File: config.mk
export PLATFORM = sky130hd
export DESIGN_NAME = sdram_arbiter_flat
export DESIGN_NICKNAME = d
export VERILOG_FILES = /design/src/rtl/sdram_arb_pkg.sv /design/src/rtl/sdram_arbiter_if.sv /design/src/rtl/sdram_arb_id_fifo.sv /design/src/rtl/sdram_arbiter.sv /design/src/flat_wrapper.sv
export SDC_FILE = /design/constraint.sdc
export NUM_CORES = 1
export LEC_CHECK = 0
export ABC_AREA = 1
export BUFFER_PORTS_ARGS = -buffer_cell sky130_fd_sc_hd__buf_2
export CAP_MARGIN = 0
export CORE_AREA = 2 2 183 185
export CTS_BUF_LIST = sky130_fd_sc_hd__clkbuf_2 sky130_fd_sc_hd__clkbuf_4 sky130_fd_sc_hd__clkbuf_8
export DETAILED_ROUTE_END_ITERATION = 7
export DIE_AREA = 0 0 185 187
export GPL_TIMING_DRIVEN = 0
export MAX_ROUTING_LAYER = met4
export PLACE_DENSITY = 0.45
export SYNTH_ARGS = -nofsm -noshare
export SYNTH_HDL_FRONTEND = slang
export SYNTH_HIERARCHICAL = 1
export SYNTH_SLANG_ARGS = --single-unit
File: constraint.sdc
create_clock -name clock -period 5.9 [get_ports clock]
set_clock_uncertainty 0.2 [all_clocks]
set_input_delay 0.885 -clock clock [delete_from_list [all_inputs] [get_ports clock]]
set_output_delay 0.885 -clock clock [all_outputs]
set_load 0.005 [all_outputs]
File: src/rtl/sdram_arb_pkg.sv
// Shared types for the SDRAM arbiter: FSM encoding, bus widths, pending-read entry.
package sdram_arb_pkg;

  localparam int BURST_W = 8;
  localparam int DATA_W  = 64;
  localparam int BE_W    = 8;
  // Wide enough for the largest supported requester count (4).
  localparam int ID_W    = 2;

  typedef enum logic [1:0] {
    IDLE        = 2'd0,
    READ_CMD    = 2'd1,
    WRITE_BURST = 2'd2
  } arb_state_e;

  typedef struct packed {
    logic [ID_W-1:0]    id;
    logic [BURST_W-1:0] beats;
  } pend_t;

  // A burstcount of zero is treated as a single beat.
  function automatic logic [BURST_W-1:0] norm_burst(input logic [BURST_W-1:0] bc);
    return (bc == '0) ? BURST_W'(1) : bc;
  endfunction

endpackage

File: src/rtl/sdram_arbiter_if.sv
// Requester-side and SDRAM-side Avalon-MM bundles for the SDRAM arbiter.
interface sdram_req_if
  import sdram_arb_pkg::*;
#(
  parameter int NUM_REQ = 2,
  parameter int ADDR_W  = 29
);
  logic [NUM_REQ*ADDR_W-1:0]  req_address;
  logic [NUM_REQ*BURST_W-1:0] req_burstcount;
  logic [NUM_REQ-1:0]         req_read;
  logic [NUM_REQ-1:0]         req_write;
  logic [NUM_REQ*DATA_W-1:0]  req_writedata;
  logic [NUM_REQ*BE_W-1:0]    req_byteenable;
  logic [NUM_REQ-1:0]         req_waitrequest;
  logic [DATA_W-1:0]          req_readdata;
  logic [NUM_REQ-1:0]         req_readdatavalid;

  modport master (
    output req_address, req_burstcount, req_read, req_write, req_writedata, req_byteenable,
    input  req_waitrequest, req_readdata, req_readdatavalid
  );

  modport slave (
    input  req_address, req_burstcount, req_read, req_write, req_writedata, req_byteenable,
    output req_waitrequest, req_readdata, req_readdatavalid
  );
endinterface

interface sdram_mem_if
  import sdram_arb_pkg::*;
#(
  parameter int ADDR_W = 29
);
  logic [ADDR_W-1:0]  address;
  logic [BURST_W-1:0] burstcount;
  logic               read;
  logic               write;
  logic [DATA_W-1:0]  writedata;
  logic [BE_W-1:0]    byteenable;
  logic               waitrequest;
  logic [DATA_W-1:0]  readdata;
  logic               readdatavalid;

  modport master (
    output address, burstcount, read, write, writedata, byteenable,
    input  waitrequest, readdata, readdatavalid
  );

  modport slave (
    input  address, burstcount, read, write, writedata, byteenable,
    output waitrequest, readdata, readdatavalid
  );
endinterface

File: src/rtl/sdram_arb_id_fifo.sv
// FIFO of outstanding read commands {requester id, beats}; push and pop may coincide,
// including a push into a full FIFO that is popping in the same cycle.
module sdram_arb_id_fifo
  import sdram_arb_pkg::*;
#(
  parameter int DEPTH = 4
) (
  input  logic  clock,
  input  logic  reset_n,
  input  logic  i_push,
  input  pend_t i_push_dat,
  input  logic  i_pop,
  output pend_t o_head,
  output logic  o_full,
  output logic  o_empty
);

  localparam int AW = (DEPTH > 1) ? $clog2(DEPTH) : 1;

  pend_t          r_mem [DEPTH];
  logic [AW-1:0]  r_wr_ptr;
  logic [AW-1:0]  r_rd_ptr;
  logic [AW:0]    r_count;
  logic           w_wr;
  logic           w_rd;

  assign o_full  = (r_count == (AW+1)'(DEPTH));
  assign o_empty = (r_count == '0);
  assign o_head  = r_mem[r_rd_ptr];

  assign w_rd = i_pop && !o_empty;
  assign w_wr = i_push && (!o_full || w_rd);

  always_ff @(posedge clock) begin
    if (w_wr) r_mem[r_wr_ptr] <= i_push_dat;
  end

  always_ff @(posedge clock or negedge reset_n) begin
    if (!reset_n) begin
      r_wr_ptr <= '0;
      r_rd_ptr <= '0;
      r_count  <= '0;
    end else begin
      if (w_wr) r_wr_ptr <= r_wr_ptr + 1'b1;
      if (w_rd) r_rd_ptr <= r_rd_ptr + 1'b1;
      case ({w_wr, w_rd})
        2'b10:   r_count <= r_count + 1'b1;
        2'b01:   r_count <= r_count - 1'b1;
        default: r_count <= r_count;
      endcase
    end
  end

endmodule

File: src/rtl/sdram_arbiter.sv
// Round-robin sharing of one Avalon-MM SDRAM master among NUM_REQ clients, read data routed
// back by an ID FIFO. Define SDRAM_ARB_FIXED_PRIORITY_EN for fixed lowest-index-wins priority.
module sdram_arbiter
  import sdram_arb_pkg::*;
#(
  parameter int NUM_REQ     = 2,
  parameter int MAX_PENDING = 4,
  parameter int ADDR_W      = 29
) (
  input  logic        clock,
  input  logic        reset_n,
  sdram_req_if.slave  req,
  sdram_mem_if.master mem,
  output logic        o_protocol_err
);

  localparam int GW = $clog2(NUM_REQ);

  localparam logic [1:0] S_IDLE  = IDLE;
  localparam logic [1:0] S_READ  = READ_CMD;
  localparam logic [1:0] S_WRITE = WRITE_BURST;

  logic [1:0]         r_state;
  logic [GW-1:0]      r_grant;
  logic [BURST_W-1:0] r_wr_left;
  logic [BURST_W-1:0] r_rd_cnt;
  logic               r_protocol_err;
`ifdef SDRAM_ARB_FIXED_PRIORITY_EN
`else
  logic [GW-1:0]      r_last;
`endif

  logic [NUM_REQ-1:0] w_elig;
  logic               w_found;
  logic [GW-1:0]      w_pick;
  logic               w_pick_wr;
  logic [BURST_W-1:0] w_pick_bc;
  logic               w_act;
  logic [ADDR_W-1:0]  w_addr;
  logic [BURST_W-1:0] w_bc;
  logic [DATA_W-1:0]  w_wd;
  logic [BE_W-1:0]    w_be;
  logic [NUM_REQ-1:0] w_gnt_oh;
  logic               w_push;
  logic               w_pop;
  logic               w_full;
  logic               w_empty;
  pend_t              w_push_dat;
  pend_t              w_head;

  assign w_elig = req.req_write | (req.req_read & {NUM_REQ{!w_full}});

  // Lowest eligible index overall, then (round-robin) overridden by the lowest one above last grant.
  always_comb begin
    w_found   = 1'b0;
    w_pick    = '0;
    w_pick_wr = 1'b0;
    w_pick_bc = '0;
    for (int i = NUM_REQ - 1; i >= 0; i--) begin
      if (w_elig[i]) begin
        w_found   = 1'b1;
        w_pick    = GW'(i);
        w_pick_wr = req.req_write[i];
        w_pick_bc = req.req_burstcount[i*BURST_W +: BURST_W];
      end
    end
`ifdef SDRAM_ARB_FIXED_PRIORITY_EN
`else
    for (int i = NUM_REQ - 1; i >= 0; i--) begin
      if (w_elig[i] && (i > int'(r_last))) begin
        w_pick    = GW'(i);
        w_pick_wr = req.req_write[i];
        w_pick_bc = req.req_burstcount[i*BURST_W +: BURST_W];
      end
    end
`endif
  end

  always_comb begin
    w_addr = '0;
    w_bc   = '0;
    w_wd   = '0;
    w_be   = '0;
    for (int i = 0; i < NUM_REQ; i++) begin
      if (GW'(i) == r_grant) begin
        w_addr = req.req_address[i*ADDR_W +: ADDR_W];
        w_bc   = norm_burst(req.req_burstcount[i*BURST_W +: BURST_W]);
        w_wd   = req.req_writedata[i*DATA_W +: DATA_W];
        w_be   = req.req_byteenable[i*BE_W +: BE_W];
      end
    end
  end

  assign w_act    = (r_state != S_IDLE);
  assign w_gnt_oh = NUM_REQ'(1) << r_grant;

  assign mem.address    = w_act ? w_addr : '0;
  assign mem.burstcount = w_act ? w_bc : '0;
  assign mem.writedata  = w_act ? w_wd : '0;
  assign mem.byteenable = w_act ? w_be : '0;
  assign mem.read       = (r_state == S_READ);
  assign mem.write      = (r_state == S_WRITE);

  assign req.req_waitrequest = w_act ? (~w_gnt_oh | {NUM_REQ{mem.waitrequest}}) : '1;

  always_ff @(posedge clock or negedge reset_n) begin
    if (!reset_n) begin
      r_state   <= S_IDLE;
      r_grant   <= '0;
      r_wr_left <= '0;
`ifdef SDRAM_ARB_FIXED_PRIORITY_EN
`else
      r_last    <= GW'(NUM_REQ - 1);
`endif
    end else begin
      case (r_state)
        S_IDLE: begin
          if (w_found) begin
            r_grant <= w_pick;
`ifdef SDRAM_ARB_FIXED_PRIORITY_EN
`else
            r_last  <= w_pick;
`endif
            if (w_pick_wr) begin
              r_state   <= S_WRITE;
              r_wr_left <= norm_burst(w_pick_bc);
            end else begin
              r_state   <= S_READ;
            end
          end
        end
        S_READ: begin
          if (!mem.waitrequest) r_state <= S_IDLE;
        end
        S_WRITE: begin
          if (!mem.waitrequest) begin
            r_wr_left <= r_wr_left - 1'b1;
            if (r_wr_left == BURST_W'(1)) r_state <= S_IDLE;
          end
        end
        default: r_state <= S_IDLE;
      endcase
    end
  end

  // Read return path: independent of the command FSM.
  assign w_push     = (r_state == S_READ) && !mem.waitrequest;
  assign w_push_dat = '{id: ID_W'(r_grant), beats: w_bc};
  assign w_pop      = mem.readdatavalid && !w_empty &&
                      (r_rd_cnt == (w_head.beats - BURST_W'(1)));

  assign req.req_readdata      = mem.readdata;
  assign req.req_readdatavalid = (mem.readdatavalid && !w_empty) ?
                                 (NUM_REQ'(1) << w_head.id) : '0;

  always_ff @(posedge clock or negedge reset_n) begin
    if (!reset_n) begin
      r_rd_cnt       <= '0;
      r_protocol_err <= 1'b0;
    end else if (mem.readdatavalid) begin
      if (w_empty)    r_protocol_err <= 1'b1;
      else if (w_pop) r_rd_cnt       <= '0;
      else            r_rd_cnt       <= r_rd_cnt + 1'b1;
    end
  end

  assign o_protocol_err = r_protocol_err;

  sdram_arb_id_fifo #(
    .DEPTH (MAX_PENDING)
  ) u_id_fifo (
    .clock      (clock),
    .reset_n    (reset_n),
    .i_push     (w_push),
    .i_push_dat (w_push_dat),
    .i_pop      (w_pop),
    .o_head     (w_head),
    .o_full     (w_full),
    .o_empty    (w_empty)
  );

endmodule

File: src/flat_wrapper.sv
// flat-port wrapper written by rule: the top's interface ports become plain ports
module sdram_arbiter_flat import sdram_arb_pkg::*;
#(
  parameter int NUM_REQ     = 2,
  parameter int MAX_PENDING = 4,
  parameter int ADDR_W      = 29
)
  (clock, reset_n, o_protocol_err, req_req_address, req_req_burstcount, req_req_read, req_req_write, req_req_writedata, req_req_byteenable, req_req_waitrequest, req_req_readdata, req_req_readdatavalid, mem_address, mem_burstcount, mem_read, mem_write, mem_writedata, mem_byteenable, mem_waitrequest, mem_readdata, mem_readdatavalid);
  sdram_req_if #(.NUM_REQ(NUM_REQ), .ADDR_W(ADDR_W)) req_i ();
  sdram_mem_if #(.ADDR_W(ADDR_W)) mem_i ();
  input  logic clock;
  input  logic reset_n;
  output logic o_protocol_err;
  input wire logic [$bits(req_i.req_address)-1:0] req_req_address;
  input wire logic [$bits(req_i.req_burstcount)-1:0] req_req_burstcount;
  input wire logic [$bits(req_i.req_read)-1:0] req_req_read;
  input wire logic [$bits(req_i.req_write)-1:0] req_req_write;
  input wire logic [$bits(req_i.req_writedata)-1:0] req_req_writedata;
  input wire logic [$bits(req_i.req_byteenable)-1:0] req_req_byteenable;
  output wire logic [$bits(req_i.req_waitrequest)-1:0] req_req_waitrequest;
  output wire logic [$bits(req_i.req_readdata)-1:0] req_req_readdata;
  output wire logic [$bits(req_i.req_readdatavalid)-1:0] req_req_readdatavalid;
  output wire logic [$bits(mem_i.address)-1:0] mem_address;
  output wire logic [$bits(mem_i.burstcount)-1:0] mem_burstcount;
  output wire logic [$bits(mem_i.read)-1:0] mem_read;
  output wire logic [$bits(mem_i.write)-1:0] mem_write;
  output wire logic [$bits(mem_i.writedata)-1:0] mem_writedata;
  output wire logic [$bits(mem_i.byteenable)-1:0] mem_byteenable;
  input wire logic [$bits(mem_i.waitrequest)-1:0] mem_waitrequest;
  input wire logic [$bits(mem_i.readdata)-1:0] mem_readdata;
  input wire logic [$bits(mem_i.readdatavalid)-1:0] mem_readdatavalid;
  assign req_i.req_address = req_req_address;
  assign req_i.req_burstcount = req_req_burstcount;
  assign req_i.req_read = req_req_read;
  assign req_i.req_write = req_req_write;
  assign req_i.req_writedata = req_req_writedata;
  assign req_i.req_byteenable = req_req_byteenable;
  assign req_req_waitrequest = req_i.req_waitrequest;
  assign req_req_readdata = req_i.req_readdata;
  assign req_req_readdatavalid = req_i.req_readdatavalid;
  assign mem_address = mem_i.address;
  assign mem_burstcount = mem_i.burstcount;
  assign mem_read = mem_i.read;
  assign mem_write = mem_i.write;
  assign mem_writedata = mem_i.writedata;
  assign mem_byteenable = mem_i.byteenable;
  assign mem_i.waitrequest = mem_waitrequest;
  assign mem_i.readdata = mem_readdata;
  assign mem_i.readdatavalid = mem_readdatavalid;
  sdram_arbiter #(.NUM_REQ(NUM_REQ), .MAX_PENDING(MAX_PENDING), .ADDR_W(ADDR_W)) u_core (.clock(clock), .reset_n(reset_n), .req(req_i), .mem(mem_i), .o_protocol_err(o_protocol_err));
endmodule
Yosys cells after proc, flatten, opt, wreduce, memory -nomap -nowiden:

Memory sizes are Yosys's and may differ from the RTL's.
Cells that the tools add are included.
W data, S select, Z words.

* register bits: 28
* bits in latches: 0
* bits in writable memories: 36
* memory bits (read-only): 0
* bits of input ports: 290
* memories kept: 1

Memories
* u_core.u_id_fifo.r_mem: depth 4, width 9, rd ports 1, clocked after memory_dff 0, write ports 1, line sdram_arb_id_fifo.sv:20 `pend_t r_mem [DEPTH];`

* add/sub/neg operators: 7
* multiply operators: 0
* divide/modulo/power cells: 0
* order comparisons: 1
* eq/ne operators: 12
* shift operators: 2
* muxes and demuxes: 37
* bitwise logic cells: 5
* reductions and logical operators: 23

Operators by type and width (count)
* $mux W64: 2
* $mux W8: 14
* $mux W29: 2
* $logic_not A8 Y1: 3
* $pmux W8 S2: 1
* $sub A8 B1 Y8 const B: 2
* $mux W2: 7
* $mux W1: 9
* $add A8 B1 Y8 const B: 1
* $eq A8 B1 Y1 const B: 1
* $eq A8 B8 Y1: 1
* $reduce_and A4 Y1: 2
* $logic_and A1 B1 Y1: 6
* $ne A2 B1 Y1 const B: 3
* $pmux W2 S3: 1
* $pmux W3 S2: 1
* $reduce_and A2 Y1: 3
* $reduce_bool A2 Y1: 3
* $add A2 B1 Y2 const B: 2
* $eq A2 B1 Y1 const B: 2
* $eq A2 B2 Y1 const B: 2
* $ne A2 B2 Y1 const B: 2
* $or A2 B2 Y2: 2
* $add A3 B1 Y3 const B: 1
* other kinds (12): 14

Longest topological paths before layout:

* depth after elaboration: 12
* gate-level depth with buffers: 22
* gate-level depth less buffers: 21

Modules after synthesis:

The synthesis kept the hierarchy.

By module, submodules not included
* sdram_arbiter: instances 1, cells an instance 477, area each 3318.2 um^2, sequential area each 526.8 um^2
* sdram_arb_id_fifo: instances 1, cells an instance 152, area each 1935.6 um^2, sequential area each 1376.3 um^2

Worst setup path before layout:

No wires, ideal clock.

* path kind: flip-flop to flip-flop
* start point: register u_core.u_id_fifo.r_rd_ptr[0]
* end point: memory u_core/u_id_fifo/r_mem[0][0] (netlist bit) (enable)
* library setup time: 0.376 ns
* arrival: 2.589 ns
* data required time: 5.324 ns
* slack: 2.735 ns
* stages on the path, launching flop included: 18
* path buffers: 1
* clock period less this slack: 3.165 ns
* cells stage by stage: dfrtp_1 -> inv_1 -> clkbuf_1 -> o21ai_0 -> o22ai_1 -> inv_1 -> ha_1 -> nand2_1 -> nand2_1 -> inv_1 -> nand3_1 -> a21oi_1 -> nand2_1 -> nor2_1 -> nand2_1 -> inv_2 -> o21ai_4 -> nor2_1

RTL lines
* from (decl): line sdram_arb_id_fifo.sv:22 `logic [AW-1:0] r_rd_ptr;`
* from (signal assigned): line sdram_arb_id_fifo.sv:45 `if (w_rd) r_rd_ptr <= r_rd_ptr + 1'b1;`
* to (decl): line sdram_arb_id_fifo.sv:20

==> results.cfg <==
[outcome]
outcome = finished, final reports clean

[sta]
min_period_ps = 4170
worst_pin_slew_ps = 1020
tns_ps = 0
max-slew-margin-rel_pct = 32.0
period_share_pct = 70.7
finalHoldViolCount = 0
max_freq_mhz = 240
final_max_slew_viol_count = 0
setup_viol = 0
rsz0062_at_grt = false

[grt]
grt_max_degree = 29
grt_pass1_vias = 6170
track_usage_pct = 17.8
grt-ovfl-total = 0
antenna_found_initial = 17
grt_first_pass_wirelength_um = 42000

[clocking]
cts_tree = built
cts_buffer_depth = 2
clkLatencyLatePin_ps = 350
cts_root_buf = clkbuf_8
h-tree-depth = 3
cts_setup_buffers = 0
cts_resized = 0
cts_buffers = 9
clk_pin_slew_ps = 70
cts_sinks = 68
cts_hold_buffers = 0

[route]
drt_iter0_markers = 291
drc = 0
drtAntennaViolNets = 0
dr.pass1.iters = 4
wl_um = 30700
vias = 6136
viasPerCell = 4.07
wl_per_cell_um = 20.4

[cells_and_area]
nets = 1347
layout-drive-gt1-share_pct = 51.4
instances_no_fill = 1506
area_growth_pct = 53.4
fillers = 3727

[logic_synthesis]
yosysWarnings = 6
ys_seq_area_share_pct = 36.2
ys_ff_latch = 68
netlist.area_leader.share_pct = 22.9
synth_flop_cell = edfxtp_1
syn_inst = 629
synth_edf_count = 40
yosysTopAreaCell = edfxtp_1
yosysUniqueCellTypes = 42
synthArstFlopShare_pct = 41.2
synthTopCellsByArea = edfxtp_1 (23%), a22o_1 (17%), dfrtp_1 (13%)
syn_area_um2 = 5250
avgSynthCellArea_um2 = 8.35

[power_and_ir_drop]
p_per_area_nw_per_um2 = 443
ir_worst_vdd_mv = 0.202
p_leak_nw = 4.25

[worst_setup_path]
rr_worst_depth = 17
timing.rr.end = u_core/u_id_fifo/r_mem[3][1]
arrival_ps = 3930
path_class = reg -> reg
start_kind = flop
rr_startpoint = u_core/u_id_fifo/r_rd_ptr[0]
r2r_setup_slack_ps = 1730
cp.required_ps = 5660
crit_path_max_fanout = 10
worst_setup_path_end_kind = flop

[place]
finalWeightedCongestion = 0.976
place.port_buffers = 405
dp.cells = 1485
hpwl_um = 26800

[floorplan]
coreArea_um2 = 32900
die_area_um2 = 34600
num_rows = 67
io_pins = 470
die_w_um = 185
start_util_pct = 16.0
die_y_um = 187

[job]
maxCapViolCount = 0

[worst_hold_path]
hold_path_depth = 1
hp-start = u_core/o_protocol_err
hp-class = reg -> reg
hold_end = u_core/o_protocol_err
metrics by stage:
step | util, % | hold WS [ps] | area [um2] | power [W] | setup slack [ps]
final | 24.5 | 261 | 8060 | 0.00357 | 1730
after global placement | 23.9 | 239 | 7850 | 0.00322 | 1630
after detailed placement | 23.9 | 249 | 7850 | 0.00321 | 1680
after global routing | 24.5 | 285 | 8060 | 0.00387 | 1260
after floorplan | - | 251 | 5270 | 0.00204 | 2730
after CTS | 24.5 | 265 | 8050 | 0.00363 | 1660
power breakdown:
group	switching (W)	internal [W]	total, W
Sequential	0.0000928	0.000636	0.000729
Clock	0.000174	0.000213	0.000387
Combinational	0.00149	0.000960	0.00245
Total	0.00176	0.00181	0.00357
Yosys cell counts, types with 11 or more instances:
master and count:
nand3_1 28, buf_4 64, buf_2 23, nor2_1 67, dfrtp_1 27, o21ai_0 29
nand2_1 91, a21oi_1 20, a22o_1 101, o22ai_1 11, edfxtp_1 40, inv_1 41
cells in the final DEF (no fill, tap or decap), types with 9 or more instances in the layout:
cell type	instances
nand2_1	91
o22ai_1	11
nand3_1	28
o21ai_0	29
buf_2	428
buf_4	64
nor2_1	67
dfrtp_1	27
clkbuf_8	9
a21oi_1	20
inv_1	41
edfxtp_1	40
a22o_1	101
worst max-delay path, stage by stage (launching register included):
cell and delay [ps]:
dfrtp_1 410, inv_1 110, clkbuf_1 400, o21ai_0 150, o22ai_1 240, inv_1 140
ha_1 340, nand2_1 80, nand2_1 50, inv_1 40, nand3_1 70, a21oi_1 120
nand2_1 60, nor2_1 80, nand2_1 140, inv_2 230, o21ai_4 130, nor2_1 800
metal layers:
layer	vias to the layer above	global-route usage, %	share of wire [%]
li1	2989	-	-
met1	2837	20.2	40
met2	293	29.0	48
met3	17	8.18	11
met4	0	2.81	1.1
met5	-	-	0
worst max-delay path by stage:
stage	cells past startpoint	start	slack, ps	end
floorplan	17	u_core/u_id_fifo/r_rd_ptr[0]	2730	u_core/u_id_fifo/r_mem[0][0]
global placement	17	u_core/u_id_fifo/r_rd_ptr[0]	1630	u_core/u_id_fifo/r_mem[0][0]
detailed placement	17	u_core/u_id_fifo/r_rd_ptr[0]	1680	u_core/u_id_fifo/r_mem[3][0]
CTS	17	u_core/u_id_fifo/r_rd_ptr[0]	1660	u_core/u_id_fifo/r_mem[3][1]
global route	17	u_core/u_id_fifo/r_rd_ptr[0]	1260	u_core/u_id_fifo/r_mem[0][1]
finish	17	u_core/u_id_fifo/r_rd_ptr[0]	1730	u_core/u_id_fifo/r_mem[3][1]
flip-flops by register name, summed over array words and instances (netlist names):
| register | flops |
|---|---|
| u_core/u_id_fifo/r_rd_ptr | 2 |
| u_core/u_id_fifo/r_mem | 40 |
| u_core/o_protocol_err | 1 |
| u_core/r_state | 2 |
| u_core/r_rd_cnt | 8 |
| u_core/r_wr_left | 8 |
| u_core/u_id_fifo/r_count | 3 |
| u_core/u_id_fifo/r_wr_ptr | 2 |
| u_core/r_last | 1 |
| u_core/r_grant | 1 |
area by class of cell:
cell class,count,area [um2],share of cell area (%)
Clock inverter,3,40.0,0.497
Multi-Input combinational cell,420,2550,31.6
Inverter,49,186,2.31
Buffer,95,626,7.76
Sequential cell,68,1900,23.6
Antenna cell,5,12.5,0.155
Clock buffer,13,154,1.91
Tap cell,448,561,6.96
Timing Repair Buffer,405,2030,25.2
logic make-up after synthesis:
| logic type | share of synthesized area [%] |
|---|---|
| flops | 36.2 |
| simple gates | 17.5 |
| buf+inv | 15.5 |
| other cells | 0.0714 |
| fa+ha+maj | 2.29 |
| compound gates | 26.0 |
| xor+xnor | 2.50 |
Note: power is estimated with default switching activity, not from simulation.
